[config.mk]
export PLATFORM = sky130hd
export DESIGN_NAME = decode_prefix_buffer
export DESIGN_NICKNAME = d
export VERILOG_FILES = /design/src/rtl/decode_prefix_buffer_pkg.sv /design/src/rtl/decode_prefix_buffer_classify.sv /design/src/rtl/decode_prefix_buffer.sv
export SDC_FILE = /design/constraint.sdc
export NUM_CORES = 1
export LEC_CHECK = 0
export ABC_AREA = 1
export CORE_MARGIN = 2
export CORE_UTILIZATION = 45
export DETAILED_ROUTE_END_ITERATION = 7
export DONT_BUFFER_PORTS = 1
export PLACE_DENSITY = 0.71
export REMOVE_ABC_BUFFERS = 1
export SLEW_MARGIN = 20
export SYNTH_ARGS = -nofsm -noshare
export SYNTH_HDL_FRONTEND = slang
export SYNTH_SLANG_ARGS = --single-unit
[constraint.sdc]
create_clock -name clk -period 4.1 [get_ports clk]
set_input_delay 0.41 -clock clk [delete_from_list [all_inputs] [get_ports clk]]
set_output_delay 0.41 -clock clk [all_outputs]
set_load 0.02 [all_outputs]
[src/rtl/decode_prefix_buffer_pkg.sv]
// Shared constants and types for the byte-serial instruction decode front end.
//   - prefix / escape byte values
//   - segment override codes (seg_e)
//   - front-end FSM states (state_e)
//   - body / total length limits
//   - decoded prefix flag bundle (pfx_flags_t)
package decode_prefix_buffer_pkg;

  localparam logic [7:0] PFX_OPSIZE   = 8'h66;
  localparam logic [7:0] PFX_ADDRSIZE = 8'h67;
  localparam logic [7:0] PFX_LOCK     = 8'hF0;
  localparam logic [7:0] PFX_REP      = 8'hF3;
  localparam logic [7:0] PFX_REPNE    = 8'hF2;
  localparam logic [7:0] PFX_SEG_ES   = 8'h26;
  localparam logic [7:0] PFX_SEG_CS   = 8'h2E;
  localparam logic [7:0] PFX_SEG_SS   = 8'h36;
  localparam logic [7:0] PFX_SEG_DS   = 8'h3E;
  localparam logic [7:0] PFX_SEG_FS   = 8'h64;
  localparam logic [7:0] PFX_SEG_GS   = 8'h65;
  localparam logic [7:0] ESCAPE_0F    = 8'h0F;

  typedef enum logic [2:0] {
    SEG_NONE = 3'd0,
    SEG_ES   = 3'd1,
    SEG_CS   = 3'd2,
    SEG_SS   = 3'd3,
    SEG_DS   = 3'd4,
    SEG_FS   = 3'd5,
    SEG_GS   = 3'd6
  } seg_e;

  typedef enum logic [1:0] {
    S_PREFIX = 2'd0,
    S_BODY   = 2'd1,
    S_HOLD   = 2'd2
  } state_e;

  localparam int unsigned MAX_BODY_BYTES  = 9;
  localparam int unsigned MAX_INSTR_BYTES = 15;

  typedef struct packed {
    logic opsize;
    logic addrsize;
    logic lock;
    logic rep;
    logic repne;
  } pfx_flags_t;

endpackage

[src/rtl/decode_prefix_buffer_classify.sv]
// prefix_classify: purely combinational classification of one instruction byte.
// Reusable by later decode stages.
//   byte_val  in  8 : byte to classify
//   is_prefix out 1 : byte is a legacy prefix (flag or segment override)
//   flags     out 5 : one-hot decoded prefix flag (all zero if not a flag prefix)
//   seg       out 3 : segment override code, SEG_NONE if not a segment prefix
//   is_escape out 1 : byte is the 0x0F escape
module prefix_classify
  import decode_prefix_buffer_pkg::*;
(
  input  logic [7:0] byte_val,
  output logic       is_prefix,
  output pfx_flags_t flags,
  output seg_e       seg,
  output logic       is_escape
);

  always_comb begin
    flags     = '0;
    seg       = SEG_NONE;
    is_escape = 1'b0;
    case (byte_val)
      PFX_OPSIZE:   flags.opsize   = 1'b1;
      PFX_ADDRSIZE: flags.addrsize = 1'b1;
      PFX_LOCK:     flags.lock     = 1'b1;
      PFX_REP:      flags.rep      = 1'b1;
      PFX_REPNE:    flags.repne    = 1'b1;
      PFX_SEG_ES:   seg            = SEG_ES;
      PFX_SEG_CS:   seg            = SEG_CS;
      PFX_SEG_SS:   seg            = SEG_SS;
      PFX_SEG_DS:   seg            = SEG_DS;
      PFX_SEG_FS:   seg            = SEG_FS;
      PFX_SEG_GS:   seg            = SEG_GS;
      ESCAPE_0F:    is_escape      = 1'b1;
      default:      ;
    endcase
    is_prefix = (|flags) | (seg != SEG_NONE);
  end

endmodule

[src/rtl/decode_prefix_buffer.sv]
// decode_prefix_buffer: byte-serial decode front end. Strips legacy prefixes
// and the 0x0F escape, packs up to 9 body bytes little-endian into a 72-bit
// word and presents it with the decoded prefix flags until downstream takes it.
//   clk, rst             : clock, synchronous active-high reset
//   in_valid/in_ready    : byte handshake; in_byte, in_last carry the byte
//   out_valid/out_ready  : instruction handshake
//   unescaped_instr      : body bytes, byte k at [8k+7:8k], unused bytes 0
//   escaped, prefix_*    : decoded escape / prefix flags
//   seg_override         : last segment prefix (SEG_* code)
//   instr_len            : total accepted bytes, saturating at 15
//   err                  : malformed instruction (overlong body/total, no body)
module decode_prefix_buffer
  import decode_prefix_buffer_pkg::*;
(
  input  logic        clk,
  input  logic        rst,
  input  logic        in_valid,
  output logic        in_ready,
  input  logic [7:0]  in_byte,
  input  logic        in_last,
  output logic        out_valid,
  input  logic        out_ready,
  output logic [71:0] unescaped_instr,
  output logic        escaped,
  output logic        prefix_operand_16bit,
  output logic        prefix_address_16bit,
  output logic        prefix_lock,
  output logic        prefix_rep,
  output logic        prefix_repne,
  output logic [2:0]  seg_override,
  output logic [3:0]  instr_len,
  output logic        err
);

  state_e     state, state_next;
  logic       accept, handoff;
  logic       cls_prefix, cls_escape;
  pfx_flags_t cls_flags;
  seg_e       cls_seg;

  logic [71:0] body_q;
  logic [3:0]  body_cnt;
  pfx_flags_t  flags_q;
  seg_e        seg_q;
  logic [3:0]  len_q;
  logic        esc_q;
  logic        err_q;

  prefix_classify u_classify (
    .byte_val  (in_byte),
    .is_prefix (cls_prefix),
    .flags     (cls_flags),
    .seg       (cls_seg),
    .is_escape (cls_escape)
  );

  assign in_ready = (state != S_HOLD);
  assign accept   = in_valid & in_ready;
  assign handoff  = (state == S_HOLD) & out_ready;

  always_ff @(posedge clk) begin
    if (rst) state <= S_PREFIX;
    else     state <= state_next;
  end

  always_comb begin
    state_next = state;
    case (state)
      S_PREFIX: begin
        if (accept) begin
          if (in_last)          state_next = S_HOLD;
          else if (!cls_prefix) state_next = S_BODY;
        end
      end
      S_BODY:   if (accept && in_last) state_next = S_HOLD;
      S_HOLD:   if (out_ready)         state_next = S_PREFIX;
      default:  state_next = S_PREFIX;
    endcase
  end

  always_ff @(posedge clk) begin
    if (rst || handoff) begin
      body_q   <= '0;
      body_cnt <= '0;
      flags_q  <= '0;
      seg_q    <= SEG_NONE;
      len_q    <= '0;
      esc_q    <= 1'b0;
      err_q    <= 1'b0;
    end else if (accept) begin
      if (len_q == 4'(MAX_INSTR_BYTES)) err_q <= 1'b1;
      else                              len_q <= len_q + 4'd1;

      if (state == S_PREFIX) begin
        if (cls_prefix) begin
          flags_q <= flags_q | cls_flags;
          if (cls_seg != SEG_NONE) seg_q <= cls_seg;
          if (in_last) err_q <= 1'b1;
        end else if (cls_escape) begin
          esc_q <= 1'b1;
          if (in_last) err_q <= 1'b1;
        end else begin
          body_q[7:0] <= in_byte;
          body_cnt    <= 4'd1;
        end
      end else begin
        // Overflowing body bytes are dropped; the stored body stays intact.
        if (body_cnt == 4'(MAX_BODY_BYTES)) begin
          err_q <= 1'b1;
        end else begin
          for (int unsigned k = 0; k < MAX_BODY_BYTES; k++) begin
            if (body_cnt == 4'(k)) body_q[8*k +: 8] <= in_byte;
          end
          body_cnt <= body_cnt + 4'd1;
        end
      end
    end
  end

  assign out_valid            = (state == S_HOLD);
  assign unescaped_instr      = body_q;
  assign escaped              = esc_q;
  assign prefix_operand_16bit = flags_q.opsize;
  assign prefix_address_16bit = flags_q.addrsize;
  assign prefix_lock          = flags_q.lock;
  assign prefix_rep           = flags_q.rep;
  assign prefix_repne         = flags_q.repne;
  assign seg_override         = seg_q;
  assign instr_len            = len_q;
  assign err                  = err_q;

endmodule

Word-level counts from Yosys, hierarchy flattened
Index checks and enable logic that the tools add are counted.

Register bits after elaboration: 92. Latch bits: 0. Memory bits (writable): 0. ROM bits: 0. Output and inout port bits: 88. Logic and storage cells: 112. Memories kept: 0.

$add $sub $neg: 2. $mul: 0. Divide/modulo/power cells: 0. Order comparisons: 0. Equal/unequal tests: 32. Shifts and indexed selects: 0. Mux-type cells: 28. Bitwise operators: 8. Reduce and logical (&&, ||, !) cells: 22.

Operator list (count): AND reduction 4 bit (12); two-way mux 8 bit (5); equality test 8 x 6 -> 1 bit, second input constant (4); equality test 8 x 7 -> 1 bit, second input constant (4); equality test 8 bit, second input constant (3); case mux 3 bit (6 select lines) (1); equality test 4 x 3 -> 1 bit, second input constant (4); two-way mux 4 bit (4); equality test 4 bit, second input constant (3); two-way mux 1 bit (12); inequality test 2 bit, second input constant (6); two-way mux 2 bit (5); adder 4 x 1 -> 4 bit, second input constant (2); equality test 4 x 2 -> 1 bit, second input constant (2); equality test 8 x 4 -> 1 bit, second input constant (1); case mux 2 bit (3 select lines) (1); bitwise OR 5 bit (1); AND reduction 5 bit (1); OR reduction 5 bit (1); equality test 4 x 1 -> 1 bit, second input constant (1); zero test 4 bit (1); inverter 1 bit (4); inequality test 3 bit, second input constant (1); AND reduction 3 bit (1); 11 further kinds (12).

Longest topological paths before layout
Gate-level depths: netlist (run 1).

Depth after elaboration: 8. Mapped depth: 12. Gate-level depth less buffers: 11.

Cells and area by module
A second synthesis (run 1) with hierarchy kept.

Cells, all modules: 534. Area, all modules: 3957.5 µm².

By module, submodules not included: decode_prefix_buffer (times used 1, cells an instance 477, area an instance 3708.6 µm², sequential area each 1841.8 µm²); prefix_classify (times used 1, cells an instance 57, area an instance 249.0 µm², sequential area each 0.0 µm²).

Least setup slack after synthesis (run 1)
No wires, ideal clock.

Path type: input to register. Start: input in_byte[1]. End: register body_cnt[3]. Setup time: 0.128 ns. Arrival time: 1.445 ns. Data required time: 3.972 ns. Path slack: 2.527 ns. Stages on the path: 12. Path buffers: 2. Path through: inv_1 -> buf_6 -> nor2_2 -> nand2_1 -> nor2_2 -> nor2_2 -> nand3_4 -> nand2_4 -> buf_6 -> nand2_4 -> a21oi_1 -> nor2_1.

Longest elaborated chain between the ends: 6. Elaborated cells on any way between the ends: 25. Those cells by class: eq/ne (14); mux (7); bitwise (1); reduce/logical (3).

Ends and longest elaborated chain: from (decl) (line decode_prefix_buffer.sv:19) `input logic [7:0] in_byte,`; equality test 8 x 7 -> 1 bit (tied with other cells) (line decode_prefix_buffer_classify.sv:22) `case (byte_val)`; case mux 3 bit (6 select lines) / two-way mux 1 bit (equally long branches) (line decode_prefix_buffer_classify.sv:22); nonzero test 3 bit / OR reduction 5 bit (equally long branches) (line decode_prefix_buffer_classify.sv:37) `is_prefix = (|flags) | (seg != SEG_NONE);`; bitwise OR 1 bit (line decode_prefix_buffer_classify.sv:37); inequality test 2 bit (no source line); AND reduction 4 bit (no source line) *; to (signal assigned) (line decode_prefix_buffer.sv:114) `body_cnt <= body_cnt + 4'd1;`; to (decl) (line decode_prefix_buffer.sv:42) `logic [3:0] body_cnt;`.

Mark *: on every way between the ends. The rest lies on a longest branch, timed or not. A chain may end at the register's enable or synchronous reset.

Final worst setup path (run 1)
Start: register state[0]. End: register body_q[2] (netlist: unescaped_instr[2]).

Longest elaborated chain between the ends: 3. Elaborated cells on any way between the ends: 12. Those cells by class: eq/ne (5); mux (1); bitwise (2); reduce/logical (4).

Ends and longest elaborated chain: from (decl) (line decode_prefix_buffer.sv:35) `state_e state, state_next;`; from (signal assigned) (line decode_prefix_buffer.sv:63) `else state <= state_next;`; inequality test 2 bit (line decode_prefix_buffer.sv:57) `assign in_ready = (state != S_HOLD);`; named net in_ready (line decode_prefix_buffer.sv:18) `output logic in_ready,`; AND 1 bit (line decode_prefix_buffer.sv:58) `assign accept = in_valid & in_ready;`; AND reduction 5 bit (no source line); to (signal assigned) (line decode_prefix_buffer.sv:103) `body_q[7:0] <= in_byte;`; to (signal, indexed assignment) (line decode_prefix_buffer.sv:112) `if (body_cnt == 4'(k)) body_q[8*k +: 8] <= in_byte;`; to (decl) (line decode_prefix_buffer.sv:41) `logic [71:0] body_q;`.

The timed path passes the listed nets, and every way through them passes these cells.

==> impl_metrics.toml, run 1 <==
[clock_tree]
cts-htree-levels = 3
clkLatencyLatePin_ns = 0.35
clockBufferDepth = 2
hold_buffers = 0
cts-root-buf = "clkbuf_8"
post_cts_resized = 0
clock-sinks = 92
post_cts_buffers = 0
cts_tree = "done"
cts_buffers = 9
clk_pin_slew_worst_paths_ns = 0.09

[route]
route.detailed.drc = 0
via_per_inst = 5.418
detail_route.wl_per_cell_um = 16.36
drtIter0Drc = 196
dr.pass1.iters = 4
vias = 3072
drt-total-wl_um = 9274
postRouteAntennaNets = 0

[logic_synthesis]
synth_cell_types = 30
yosys.area.top_type = "dfxtp_1"
ys_seq_area_share_pct = 48.21
synth_enable_flop_cells = 0
synthTopCellsByArea = "dfxtp_1, a21oi_1, o21ai_0"
synth_top_area_share_pct = 48.21
avgSynthCellArea_um2 = 8.180
syn_inst = 467
ys.flop_type = "dfxtp_1"
async_flop_share_pct = 0
ys_seq_elements = 92
yosysWarnings = 0
syn_area_um2 = 3820

[setup_path]
critPathSlowestCell = "nand2_1"
crit_chain = "inv_1 -> nand2_2 -> nand2_1 -> inv_2 -> o21ai_1 -> inv_1 -> nand2_1 -> inv_1 -> nand3_2 -> nand2_1 -> a21oi_1"
reg2reg_slack_ns = 1.66
r2r-start = "state[0]"
crit_path_max_fanout = 11
slowest_delay_ns = 0.48
rr_endpoint = "unescaped_instr[2]"
required_ns = 4.34
critPathKind = "reg -> reg"
startpoint_type = "register"
reg2reg_depth = 11
worstPathArrival_ns = 2.68
endpoint_kind = "register"

[floorplan]
core_um2 = 8217
die-width_um = 96.14
ios = 101
start_util_pct = 46.49
die_h_um = 96.14
die_area_um2 = 9242
rows = 33

[grt]
grt_pass1_wl_um = 14840
grt.met3_usage_pct = 6.656
overflow = 0
grt_max_degree = 65
use_met1_pct = 25.81
grt_pass1_vias = 2988
antenna_found_initial = 0
grt.busiest_layer = "met2"
met2_usage_pct = 34.26
grt_usage_pct = 21.11

[sta]
finalSetupViolCount = 0
max_slew_margin_pct = 46.51
grt_setup_unrepaired = "false"
worst_slew_pin_slew_ns = 0.8004
hold_viol = 0
period_needed_ns = 2.444
period_share_pct = 59.60
report.final.slew_viol_count = 0
clock.fmax_mhz = 409.2
tns_ns = 0
timing.hold.ws_ns = 0.1212
fin_skew_ns = 0.007101

[final_layout]
final_cell_mix = "dfxtp_1, a21oi_1, o21ai_0"
layout-drive-gt1-share_pct = 11.69
final_common_cell = "dfxtp_1"
n_antenna_cell = 0
finalNonFillerCells = 567
final_area_um2 = 4021
num-fill-cells = 811
area.growth.synth_to_final_pct = 5.274
nets = 477

[placement]
place.gp.congestion = 0.8834
place_inst = 553
io_buffers = 0
place_area_um2 = 3835
hpwl_um = 6337

[power_and_ir_drop]
ir_drop_mv = 0.2083
power_mw = 1.818
powerDensity_nw_per_um2 = 452.2
power.leakage_nw = 1.617

[min_path]
whs_endpoint = "state[0]"
whs_path_depth = 1
hold_class = "in -> reg"
worstHoldStart = "rst"

[outcome]
status = "completed"

[run]
maxCapViolations = 0
[synth_stat cells (2+ instances only)]
library cell  instances
dfxtp_1              92
a21oi_1              88
o21ai_0              61
nand2_1              52
inv_1                35
nor2_1               31
nand3_1              12
nand4_1              12
o21ai_1              12
nand2_2               9
clkbuf_1              8
buf_4                 7
inv_2                 7
nor2_2                7
nor3_4                7
ha_1                  5
buf_2                 3
buf_6                 3
nand2_4               3
a31oi_1               2
nor2_4                2
[worst max-delay path, delay by kind of cell (launching register included)]
| family | cells | cell delay (ns) |
|---|---|---|
| compound gates | 2 | 0.17 |
| buf+inv | 4 | 0.70 |
| flops | 1 | 0.41 |
| simple gates | 5 | 1.06 |
[stage by stage]
step,setup slack [ns],utilization (%)
after global routing,1.422,48.94
after CTS,1.695,48.94
after detailed placement,1.715,46.67
after global placement,1.815,46.67
final,1.656,48.94
after floorplan,1.593,-
[final cells by class]
class / instances / area [µm²] / area share, %
Tap cell: 105 / 131.4 / 3.267
Clock inverter: 5 / 62.56 / 1.556
Clock buffer: 9 / 123.9 / 3.080
Sequential cell: 92 / 1842 / 45.80
Timing Repair Buffer: 2 / 15.01 / 0.3734
Multi-Input combinational cell: 312 / 1689 / 42.00
Inverter: 42 / 157.7 / 3.920
[registers in the layout, indices dropped and copies added (netlist names)]
signal	flops
unescaped_instr	72
prefix_repne	1
prefix_rep	1
body_cnt	4
prefix_address_16bit	1
err	1
state	2
escaped	1
prefix_lock	1
prefix_operand_16bit	1
seg_override	3
instr_len	4
[worst max path at each step]
stage,startpoint,endpoint,cells after the start
3_3_place_gp,state[0],unescaped_instr[1],11
4_1_cts,state[0],unescaped_instr[2],11
6_report,state[0],unescaped_instr[2],11
2_1_floorplan,state[1],unescaped_instr[30],5
5_1_grt,state[0],unescaped_instr[7],11
3_5_place_dp,state[0],unescaped_instr[2],11
[cell families (layout without fill, tap and decap cells)]
family	after synthesis	after routing	share of synthesized area, %
buf+inv	63	58	7.566
xor+xnor	1	1	0.2293
flops	92	92	48.21
fa+ha+maj	5	5	1.638
compound gates	165	165	21.81
simple gates	141	141	20.54
[report_power, final]
part | total [mW] | internal, mW | switching [mW]
clock | 0.588 | 0.279 | 0.309
sequential | 0.982 | 0.924 | 0.0582
combinational | 0.248 | 0.0638 | 0.184
total | 1.82 | 1.27 | 0.551
[metal layers]
metal / up-vias / share of wire, %
li1: 1551 / -
met1: 1412 / 43
met2: 98 / 47
met3: 11 / 8.8
met4: 0 / 1.5
met5: - / 0
Power figures use the tool's default switching activity.
==> inputs of run 2 (changes only) <==
Settings changed: PLACE_DENSITY 0.71 to 0.73.
Clock period 4.1 ns to 1.95 ns, I/O delays scaled along.
==> run 2 against run 1 <==
  * Total power grew 110%
  * Clock power grew 110%
  * Sequential share of layout area shrank 2.1 points
  * First-iteration DRC count shrank 1.5%
  * Register-to-register slack lost 1.5 ns
  * Maximum frequency grew 38%
  * Die area is the same
  * Non-clock buffer count grew 16
  * Final cell count grew 3.2%
  * Clock skew grew 0.0038 ns
  * Via count grew 3.6%
  * Critical path type unchanged
  * Largest power group unchanged
  * Highest routed layer unchanged
==> impl_metrics.toml, run 2 (synthesis results as in run 1) <==
[sta]
timing.hold.ws_ns = 0.01065
grt_setup_unrepaired = "false"
fin_skew_ns = 0.01094
period_share_pct = 90.56
period_needed_ns = 1.766
hold_viol = 0
tns_ns = 0
max_slew_margin_pct = 66.11
clock.fmax_mhz = 566.3
finalSetupViolCount = 0
report.final.slew_viol_count = 0
worst_slew_pin_slew_ns = 0.5067

[placement]
hpwl_um = 6530
place.gp.congestion = 0.9299
place_area_um2 = 3908
io_buffers = 0

[final_layout]
largest_register_ffs = 72
n_antenna_cell = 0
final_core_util_pct = 51.30
area.growth.synth_to_final_pct = 10.35
final_area_um2 = 4215
final_cell_mix = "dfxtp_1, a21oi_1, o21ai_0"
register_area_um2 = 1842
nets = 493
num-fill-cells = 799
multi_input_area_um2 = 1694
final_common_cell = "dfxtp_1"
layout-drive-gt1-share_pct = 14.37

[setup_path]
reg2reg_depth = 7
r2r-start = "state[0]"
critPathSlowestCell = "nor3_4"
crit_chain = "inv_1 -> nand2_2 -> nand2_1 -> buf_4 -> nor3_4 -> o21ai_0 -> a21oi_1"
required_ns = 2.24
startpoint_type = "register"
critPathKind = "reg -> reg"
crit_path_max_fanout = 16
worstPathArrival_ns = 2.06
endpoint_kind = "register"
rr_endpoint = "unescaped_instr[56]"
slowest_delay_ns = 0.42
reg2reg_slack_ns = 0.18

[grt]
grt_pass1_vias = 3014
met2_usage_pct = 34.03
grt_usage_pct = 21.06
use_met1_pct = 26.56
grt_max_degree = 57
grt.busiest_layer = "met2"
grt_pass1_wl_um = 14880
grt.met3_usage_pct = 5.638
overflow = 0
antenna_found_initial = 0

[min_path]
hold_class = "in -> reg"
worstHoldStart = "in_byte[6]"
whs_endpoint = "unescaped_instr[6]"
whs_path_depth = 2

[floorplan]
die_area_um2 = 9242
die_h_um = 96.14
start_util_pct = 46.49
ios = 101
core_um2 = 8217
die-width_um = 96.14
rows = 33

[clock_tree]
clk_pin_slew_worst_paths_ns = 0.09
cts-root-buf = "clkbuf_8"
cts-htree-levels = 3
clock-sinks = 92
cts_tree = "done"
cts_buffers = 9
clkLatencyLatePin_ns = 0.35
clockBufferDepth = 2

[route]
vias = 3184
via_per_inst = 5.443
postRouteAntennaNets = 0
route.detailed.drc = 0
detail_route.wl_per_cell_um = 16.06
drtIter0Drc = 193
drt-total-wl_um = 9394
dr.pass1.iters = 4

[power_and_ir_drop]
ir_drop_mv = 0.3927
power_mw = 3.860
power.leakage_nw = 1.720
powerDensity_nw_per_um2 = 915.7

[outcome]
status = "completed"

[run]
maxCapViolations = 0
## run 2: changes by cell type in the layout (fill, tap and decap cells not counted), moves of 2 or more
cell	delta
buf_12	+5
dlygate4sd3_1	+2
buf_4	+9
clkbuf_8	+2
inv_6	-2
## run 2: metrics by stage
step / setup slack (ns) / instances
2_1_floorplan: -0.5569 / 446
3_3_place_gp: 0.1964 / 561
3_5_place_dp: 0.1218 / 561
4_1_cts: 0.1191 / 579
5_1_grt: 0.003621 / 585
6_report: 0.1841 / 585
## run 2: repair_timing
| item | 4_1_cts | 5_1_grt |
|---|---|---|
| setup buffers | 0 | 6 |
| endpoints found under the setup margin | 0 | 45 |
| hold buffers | 2 | 0 |
| gates resized for setup | 0 | 1 |
| endpoints found under the hold margin | 2 | 0 |
## run 2: layout make-up
type / instances / area share, %
clock buffers: 12 / 3.681
clock inverters: 4 / 0.7717
inverters: 42 / 3.740
multi-input cells: 312 / 40.19
flip-flops and latches: 92 / 43.69
well taps: 105 / 3.117
repair buffers: 18 / 4.809
## run 2: worst max-delay path by stage
stage / from / endpoint / slack, ns / depth (start not counted)
2_1_floorplan: state[1] / unescaped_instr[30] / -0.56 / 5
3_3_place_gp: state[0] / unescaped_instr[50] / 0.20 / 7
3_5_place_dp: state[0] / unescaped_instr[52] / 0.12 / 7
4_1_cts: state[0] / unescaped_instr[54] / 0.12 / 7
5_1_grt: state[0] / unescaped_instr[1] / 0.004 / 11
6_report: state[0] / unescaped_instr[56] / 0.18 / 7
## run 2: report_power, final
group	leakage [nW]	total, mW	switching [mW]	internal (mW)
Combinational	0.883	0.586	0.413	0.173
Clock	0.0945	1.22	0.675	0.544
Sequential	0.743	2.06	0.113	1.94
## run 2: worst max-delay path, delay by kind of cell (launching register included)
kind	cells	cell delay (ns)
AND/OR/NAND/NOR	3	0.69
AO/OA/AOI/OAI	2	0.28
flip-flops	1	0.41
buffers and inverters	2	0.31
## run 2: per-layer routing
metal  share of wire [%]  wire [µm]  vias up
met3                 7.5        704       10
met5                   0          0        -
met2                  46       4367      100
met4                 1.2        117        0
met1                  45       4204     1480
li1                    -          -     1594
